--- config.mk ---
export PLATFORM = sky130hd
export DESIGN_NAME = buzzer_scheduler
export DESIGN_NICKNAME = d
export VERILOG_FILES = /design/src/rtl/buzzer_scheduler.sv
export SDC_FILE = /design/constraint.sdc
export NUM_CORES = 1
export LEC_CHECK = 0
export ABC_AREA = 1
export CORE_MARGIN = 5
export CORE_UTILIZATION = 55
export DETAILED_ROUTE_END_ITERATION = 8
export PLACE_DENSITY = 0.79
export SLEW_MARGIN = 20
export SYNTH_ARGS = -nofsm -noshare
export SYNTH_HDL_FRONTEND = slang
export SYNTH_SLANG_ARGS = --single-unit
--- constraint.sdc ---
create_clock -name clk -period 3.7 [get_ports clk]
set_clock_uncertainty 0.05 [all_clocks]
set_input_delay 0.74 -clock clk [delete_from_list [all_inputs] [get_ports clk]]
set_output_delay 0.74 -clock clk [all_outputs]
set_load 0.03 [all_outputs]
--- src/rtl/buzzer_scheduler.sv ---
// Fixed-priority scheduler that lets three requesters share one buzzer pin.
// Each grant plays N ON/OFF beeps on a tick timebase, then holds a cooldown gap.
module buzzer_scheduler #(
  parameter int unsigned TICK_CYCLES = 2500000,
  parameter int unsigned ON_TICKS    = 4,
  parameter int unsigned OFF_TICKS   = 4,
  parameter int unsigned GAP_TICKS   = 10,
  parameter int unsigned BEEPS_0     = 5,
  parameter int unsigned BEEPS_1     = 3,
  parameter int unsigned BEEPS_2     = 1
) (
  input  logic       clk,
  input  logic       rst,
  input  logic       enable,
  input  logic [2:0] req,
  output logic       buzzer,
  output logic       busy,
  output logic [1:0] active_id,
  output logic       done,
  output logic [2:0] pending
);

  localparam int unsigned TW    = (TICK_CYCLES > 1) ? $clog2(TICK_CYCLES) : 1;
  localparam int unsigned PMAX0 = (ON_TICKS > OFF_TICKS) ? ON_TICKS : OFF_TICKS;
  localparam int unsigned PMAX  = (PMAX0 > GAP_TICKS) ? PMAX0 : GAP_TICKS;
  localparam int unsigned PW    = $clog2(PMAX + 1);

  typedef enum logic [1:0] {
    S_IDLE = 2'd0,
    S_ON   = 2'd1,
    S_OFF  = 2'd2,
    S_GAP  = 2'd3
  } state_t;

  state_t        state_q, state_d;
  logic [2:0]    req_q, req_d;
  logic [2:0]    pending_q, pending_d;
  logic [TW-1:0] tick_cnt_q, tick_cnt_d;
  logic [PW-1:0] phase_cnt_q, phase_cnt_d;
  logic [3:0]    beep_cnt_q, beep_cnt_d;
  logic          buzzer_q, buzzer_d;
  logic          busy_q, busy_d;
  logic [1:0]    active_id_q, active_id_d;
  logic          done_q, done_d;

  logic [2:0]    req_edge;
  logic [2:0]    grant_mask;
  logic [1:0]    grant_id;
  logic          tick;

  function automatic logic [3:0] beeps_for(input logic [1:0] id);
    case (id)
      2'd0:    return 4'(BEEPS_0);
      2'd1:    return 4'(BEEPS_1);
      default: return 4'(BEEPS_2);
    endcase
  endfunction

  always_comb begin
    req_edge    = req & ~req_q;
    tick        = (tick_cnt_q == TW'(TICK_CYCLES - 1));
    grant_mask  = 3'b000;
    grant_id    = 2'd0;

    state_d     = state_q;
    req_d       = req;
    tick_cnt_d  = tick ? '0 : tick_cnt_q + TW'(1);
    phase_cnt_d = phase_cnt_q;
    beep_cnt_d  = beep_cnt_q;
    buzzer_d    = buzzer_q;
    busy_d      = busy_q;
    active_id_d = active_id_q;
    done_d      = 1'b0;

    case (state_q)
      S_IDLE: begin
        tick_cnt_d  = '0;
        phase_cnt_d = '0;
        buzzer_d    = 1'b0;
        busy_d      = 1'b0;
        active_id_d = 2'd0;
        if (enable && (|pending_q)) begin
          if (pending_q[0])      grant_id = 2'd0;
          else if (pending_q[1]) grant_id = 2'd1;
          else                   grant_id = 2'd2;
          grant_mask  = 3'b001 << grant_id;
          beep_cnt_d  = beeps_for(grant_id);
          active_id_d = grant_id;
          buzzer_d    = 1'b1;
          busy_d      = 1'b1;
          state_d     = S_ON;
        end
      end
      S_ON: begin
        if (tick) begin
          if (phase_cnt_q == PW'(ON_TICKS - 1)) begin
            phase_cnt_d = '0;
            beep_cnt_d  = beep_cnt_q - 4'd1;
            buzzer_d    = 1'b0;
            if (beep_cnt_q == 4'd1) begin
              done_d  = 1'b1;
              state_d = S_GAP;
            end else begin
              state_d = S_OFF;
            end
          end else begin
            phase_cnt_d = phase_cnt_q + PW'(1);
          end
        end
      end
      S_OFF: begin
        if (tick) begin
          if (phase_cnt_q == PW'(OFF_TICKS - 1)) begin
            phase_cnt_d = '0;
            buzzer_d    = 1'b1;
            state_d     = S_ON;
          end else begin
            phase_cnt_d = phase_cnt_q + PW'(1);
          end
        end
      end
      S_GAP: begin
        if (tick) begin
          if (phase_cnt_q == PW'(GAP_TICKS - 1)) begin
            phase_cnt_d = '0;
            busy_d      = 1'b0;
            active_id_d = 2'd0;
            state_d     = S_IDLE;
          end else begin
            phase_cnt_d = phase_cnt_q + PW'(1);
          end
        end
      end
      default: state_d = S_IDLE;
    endcase

    // Dropping enable abandons the current play outright; the aborted id is not re-queued.
    if ((state_q != S_IDLE) && !enable) begin
      state_d     = S_IDLE;
      tick_cnt_d  = '0;
      phase_cnt_d = '0;
      beep_cnt_d  = 4'd0;
      buzzer_d    = 1'b0;
      busy_d      = 1'b0;
      active_id_d = 2'd0;
      done_d      = 1'b0;
    end

    // A fresh edge in the grant cycle outranks the clear, so the id replays later.
    pending_d = (pending_q & ~grant_mask) | req_edge;
  end

  always_ff @(posedge clk or negedge rst) begin
    if (!rst) begin
      state_q     <= S_IDLE;
      req_q       <= 3'b000;
      pending_q   <= 3'b000;
      tick_cnt_q  <= '0;
      phase_cnt_q <= '0;
      beep_cnt_q  <= 4'd0;
      buzzer_q    <= 1'b0;
      busy_q      <= 1'b0;
      active_id_q <= 2'd0;
      done_q      <= 1'b0;
    end else begin
      state_q     <= state_d;
      req_q       <= req_d;
      pending_q   <= pending_d;
      tick_cnt_q  <= tick_cnt_d;
      phase_cnt_q <= phase_cnt_d;
      beep_cnt_q  <= beep_cnt_d;
      buzzer_q    <= buzzer_d;
      busy_q      <= busy_d;
      active_id_q <= active_id_d;
      done_q      <= done_d;
    end
  end

  assign buzzer    = buzzer_q;
  assign busy      = busy_q;
  assign active_id = active_id_q;
  assign done      = done_q;
  assign pending   = pending_q;

endmodule

* Word level (Yosys, flattened, before mapping)
Index checks and enable logic that the tools add are counted.
** Storage, ports and cells
- Flip-flop bits (word level) :: 43
- Bits of input ports :: 6
- Output and inout bits :: 8
- Logic and storage cells :: 101
** Operators by class
- Add/sub/neg operators :: 3
- Equality and inequality tests :: 16
- Shift-type cells :: 1
- Mux-type cells :: 50
- Bitwise logic cells :: 5
- Reduce and logical (&&, ||, !) cells :: 16
** Operator list (count)
- 2-to-1 mux 22 bit :: 3
- 2-to-1 mux 4 bit :: 9
- 2-to-1 mux 2 bit :: 14
- adder 22 x 1 -> 22 bit (second input constant) :: 1
- equality test 22 bit (second input constant) :: 1
- != test 3 bit (second input constant) :: 7
- 2-to-1 mux 1 bit :: 15
- one-hot mux 4 bit (3 select lines) :: 1
- one-hot mux 2 bit (4 select lines) :: 1
- one-hot mux 4 bit (2 select lines) :: 1
- AND reduction 7 bit :: 1
- AND 3 bit :: 2
- 2-to-1 mux 3 bit :: 2
- NOT 3 bit :: 2
- one-hot mux 3 bit (2 select lines) :: 1
- nonzero test 3 bit :: 2
- AND reduction 5 bit :: 1
- adder 4 x 1 -> 4 bit (second input constant) :: 1
- equality test 2 x 1 -> 1 bit (second input constant) :: 2
- equality test 2 bit (second input constant) :: 2
- equality test 4 x 1 -> 1 bit (second input constant) :: 1
- equality test 4 x 2 -> 1 bit (second input constant) :: 1
- equality test 4 bit (second input constant) :: 1
- logical NOT 2 bit :: 2
- 16 further kinds :: 17

* Logic depth before layout (Yosys ltp)
- Depth in word-level cells :: 10
- Depth in mapped cells :: 11
- Mapped depth without buffers :: 11

* Worst setup path after synthesis
No wires, ideal clock.
- Kind :: input port to flip-flop
- Start point :: in enable
- End point :: reg state_q[0]
- Library setup time :: 0.117 ns
- Arrival time :: 1.496 ns
- Data required time :: 3.533 ns
- Path slack :: 2.037 ns
- Cell stages on the path :: 8
- Path buffers :: 0
- Cell sequence :: nor2_4 -> inv_1 -> nand3_1 -> nand3_1 -> a21oi_2 -> nand2_1 -> nand2_1 -> nand2_1
** On the way
- Cells in the longest elaborated chain, start to end :: 4
- Elaborated cells between the ends (all ways) :: 12
- Classes of those cells :: eq/ne (7); mux (1); reduce/logical (4)
** Ends and longest elaborated chain
- start, declared :: RTL line 14 : input logic enable,
- logical NOT 1 bit :: RTL line 138 : if ((state_q != S_IDLE) && !enable) begin
- logical AND 1 bit :: RTL line 138
- != test 3 bit (no source line)
- AND reduction 7 bit (no source line)
- end signal, assigned :: RTL line 166 : state_q <= state_d;
- end, declared :: RTL line 35 : state_t state_q, state_d;
Parallel ways exist; a longest one is shown, timed or not.
A chain may end at the register's enable or synchronous reset.

* Final worst setup path
- Start point :: reg pending_q[0], in the netlist pending[0]
- End point :: out pending[0]
** RTL lines
- start, declared :: RTL line 37 : logic [2:0] pending_q, pending_d;
- start signal, assigned :: RTL line 168 : pending_q <= pending_d;
- end, declared :: RTL line 20 : output logic [2:0] pending
No word-level cell between the ends.

==> flow_summary.yaml <==
status:
  status: "completed"
routing:
  num_vias: 2290
  via_per_inst: 5.64
  finalWirelength_um: 5340
  initialDrtViolationCount: 253
  first_pass_iters: 5
  post_drt_wl_per_cell_um: 13.2
  antenna_left: 0
  post-route-drc-count: 0
setup_path:
  r2r_start: "tick_cnt_q[0]"
  r2r_cells: 10
  start_kind: "flop"
  criticalPathCategory: "reg -> out"
  critical_path_required_ns: 2.91
  startpoint: "pending[0]"
  reg2reg_slack_ns: 1.60
  cpPeakStageDelay_ns: 0.73
  reg2reg_to: "tick_cnt_q[2]"
  crit_fanout: 7
  critPathBufInv: 1
  end_kind: "output pin"
  cpLargestDelayFamily: "buffers and inverters"
  arrival_ns: 1.51
  crit_chain: "clkdlybuf4s50_1"
  crit_slowest_cell: "clkdlybuf4s50_1"
finish:
  final_nets: 369
  fin_area_um2: 2810
  final_util: 0.637
  layout-drive-gt1-share: 0.0904
  diodes: 0
  syn2layout_area_growth_pct: 10.3
  fill_cells: 374
clocking:
  post_cts_buffers: 0
  h-tree-depth: 2
  clkTransAtPathRegs_ns: 0.08
  cts-resized-gates: 0
  cts_hold_buffers: 0
  cts_buffers: 5
  cts_buffer_depth: 2
  ctsRootBufferMaster: "clkbuf_8"
  clkLatencyLatePin_ns: 0.29
  tritoncts: "yes"
  cts_sinks: 43
sta:
  slew_violations: 0
  layout_min_cycle_time_ns: 2.30
  tightestPinTransition_ns: 0.924
  fmax_mhz: 436
  post-route-period-util: 0.621
  rsz0062_at_grt: "false"
  setup_tns_ns: 0
  setup_viol: 0
  hold_violations: 0
  relSlewSlack: 0.384
  holdWs_ns: 0.378
worst_hold_path:
  hold_path_class: "reg -> reg"
  hold_path_end: "pending[0]"
  min-delay-start: "req_q[0]"
  holdPathStages: 1
flow_run:
  maxCapViolCount: 0
synthesis:
  syn-cell-area_um2: 2550
  synth_top_area_frac: 0.422
  synth_edf_count: 0
  synth_area_leaders: "dfrtp_1 (42%), nand2_1 (10%), nor2_1 (6.5%)"
  synth.avg_cell_area_um2: 7.59
  syn-num-nets: 352
  synth_top_cell_by_area: "dfrtp_1"
  synth_cell_types: 34
  synthFlopType: "dfrtp_1"
  ys_ff_latch: 43
  syn_inst: 336
  synthArstFlopShare: 1.00
  yosysSeqAreaShare: 0.422
  yosys_warnings: 0
power_and_ir_drop:
  peakVddDrop_uv: 459
  p_leak_uw: 0.00128
  p_per_area_nw_per_um2: 574
floorplanning:
  io_pins: 14
  die_w_um: 78.1
  start_util: 0.577
  die-area_um2: 6100
  rows: 24
  coreArea_um2: 4410
  die_h_um: 78.1
placed_design:
  gp_congestion: 0.981
  hpwl_um: 4000
  placed_cell_area_um2: 2720
  port-buffer-count: 13
global_route:
  grt_max_degree: 44
  grt_pass1_vias: 2023
  grt_usage: 0.187
  grt_pass1_wl_um: 9360
  overflow: 0
  antenna_found_initial: 0
## power breakdown
part | switching (uW) | leakage [uW] | internal, uW | total [uW]
logic | 433 | 0.000670 | 258 | 692
clock network | 168 | 0.0000402 | 131 | 299
registers | 79.7 | 0.000570 | 543 | 623
## cell usage after synthesis (3+ instances only)
library cell,instances
nand2_2,4
nand4_1,10
o21ai_2,4
o21ai_0,16
nand3_1,32
inv_1,43
nor2_1,44
ha_1,10
a21oi_1,10
nor3_1,11
nand2_1,71
nor2_2,3
xor2_1,6
o21ai_1,5
dfrtp_1,43
## metrics by stage
step	instances	power, uW	worst slack (ns)
final	406	1610	1.40
after global routing	406	1750	1.33
after CTS	406	1620	1.40
after detailed placement	398	1320	1.16
after global placement	398	1310	1.27
after floorplan	336	1140	2.04
## per-layer routing
layer,vias to the layer above,track usage,share of wire
met2,91,0.263,0.43
met3,5,0.0412,0.067
met4,0,0.0422,0.010
li1,1130,-,-
met5,-,0,0
met1,1064,0.292,0.49
## registers in the layout, indices dropped and copies added, names as in the netlist
signal       count
tick_cnt_q      22
beep_cnt_q       4
phase_cnt_q      4
pending          3
req_q            3
active_id        2
state_q          2
busy             1
buzzer           1
done             1
## cell usage in the layout, fill, tap and decap left out
cell type / instances
a211o_1: 1
a21boi_2: 1
a21o_4: 1
a21oi_1: 10
a21oi_2: 1
and2_2: 1
and3_1: 1
buf_2: 1
clkbuf_8: 5
clkdlybuf4s50_1: 12
clkinv_2: 1
clkinvlp_4: 2
dfrtp_1: 43
ha_1: 10
inv_1: 43
inv_2: 2
nand2_1: 71
nand2_2: 4
nand3_1: 32
nand3_2: 1
nand4_1: 10
nor2_1: 44
nor2_2: 3
nor2_4: 2
nor3_1: 11
nor3_2: 1
nor4_1: 1
o211a_1: 1
o211ai_1: 1
o21a_1: 2
o21ai_0: 16
o21ai_1: 5
o21ai_2: 4
o22ai_1: 1
o31ai_1: 1
or2_2: 2
xor2_1: 6
## cell type report
class | count | area (um2) | share of cell area
Clock buffer | 5 | 68.8 | 0.0245
Clock inverter | 3 | 20.0 | 0.00712
Timing Repair Buffer | 13 | 125 | 0.0445
Inverter | 45 | 169 | 0.0601
Tap cell | 52 | 65.1 | 0.0232
Sequential cell | 43 | 1080 | 0.383
Multi-Input combinational cell | 245 | 1290 | 0.458
## worst max-delay path by stage
stage                               end  slack [ns]  cells after the start
final                        pending[0]        1.40                      1
after global routing      tick_cnt_q[3]        1.33                      7
after CTS                    pending[0]        1.40                      1
after detailed placement  tick_cnt_q[9]        1.16                      7
after global placement       state_q[0]        1.27                      9
after floorplan              state_q[0]        2.04                      8
## cells by family after synthesis
kind of cell               count (synthesis)  share of synthesized area
DFF                                       43                      0.422
adders and majority gates                 10                     0.0491
AOI/OAI and AO/OA                         45                      0.110
xor gates and xnor gates                   6                     0.0206
buffers and inverters                     48                     0.0731
and+or+nand+nor                          184                      0.325
No activity file was read; power rests on OpenSTA's default activity.
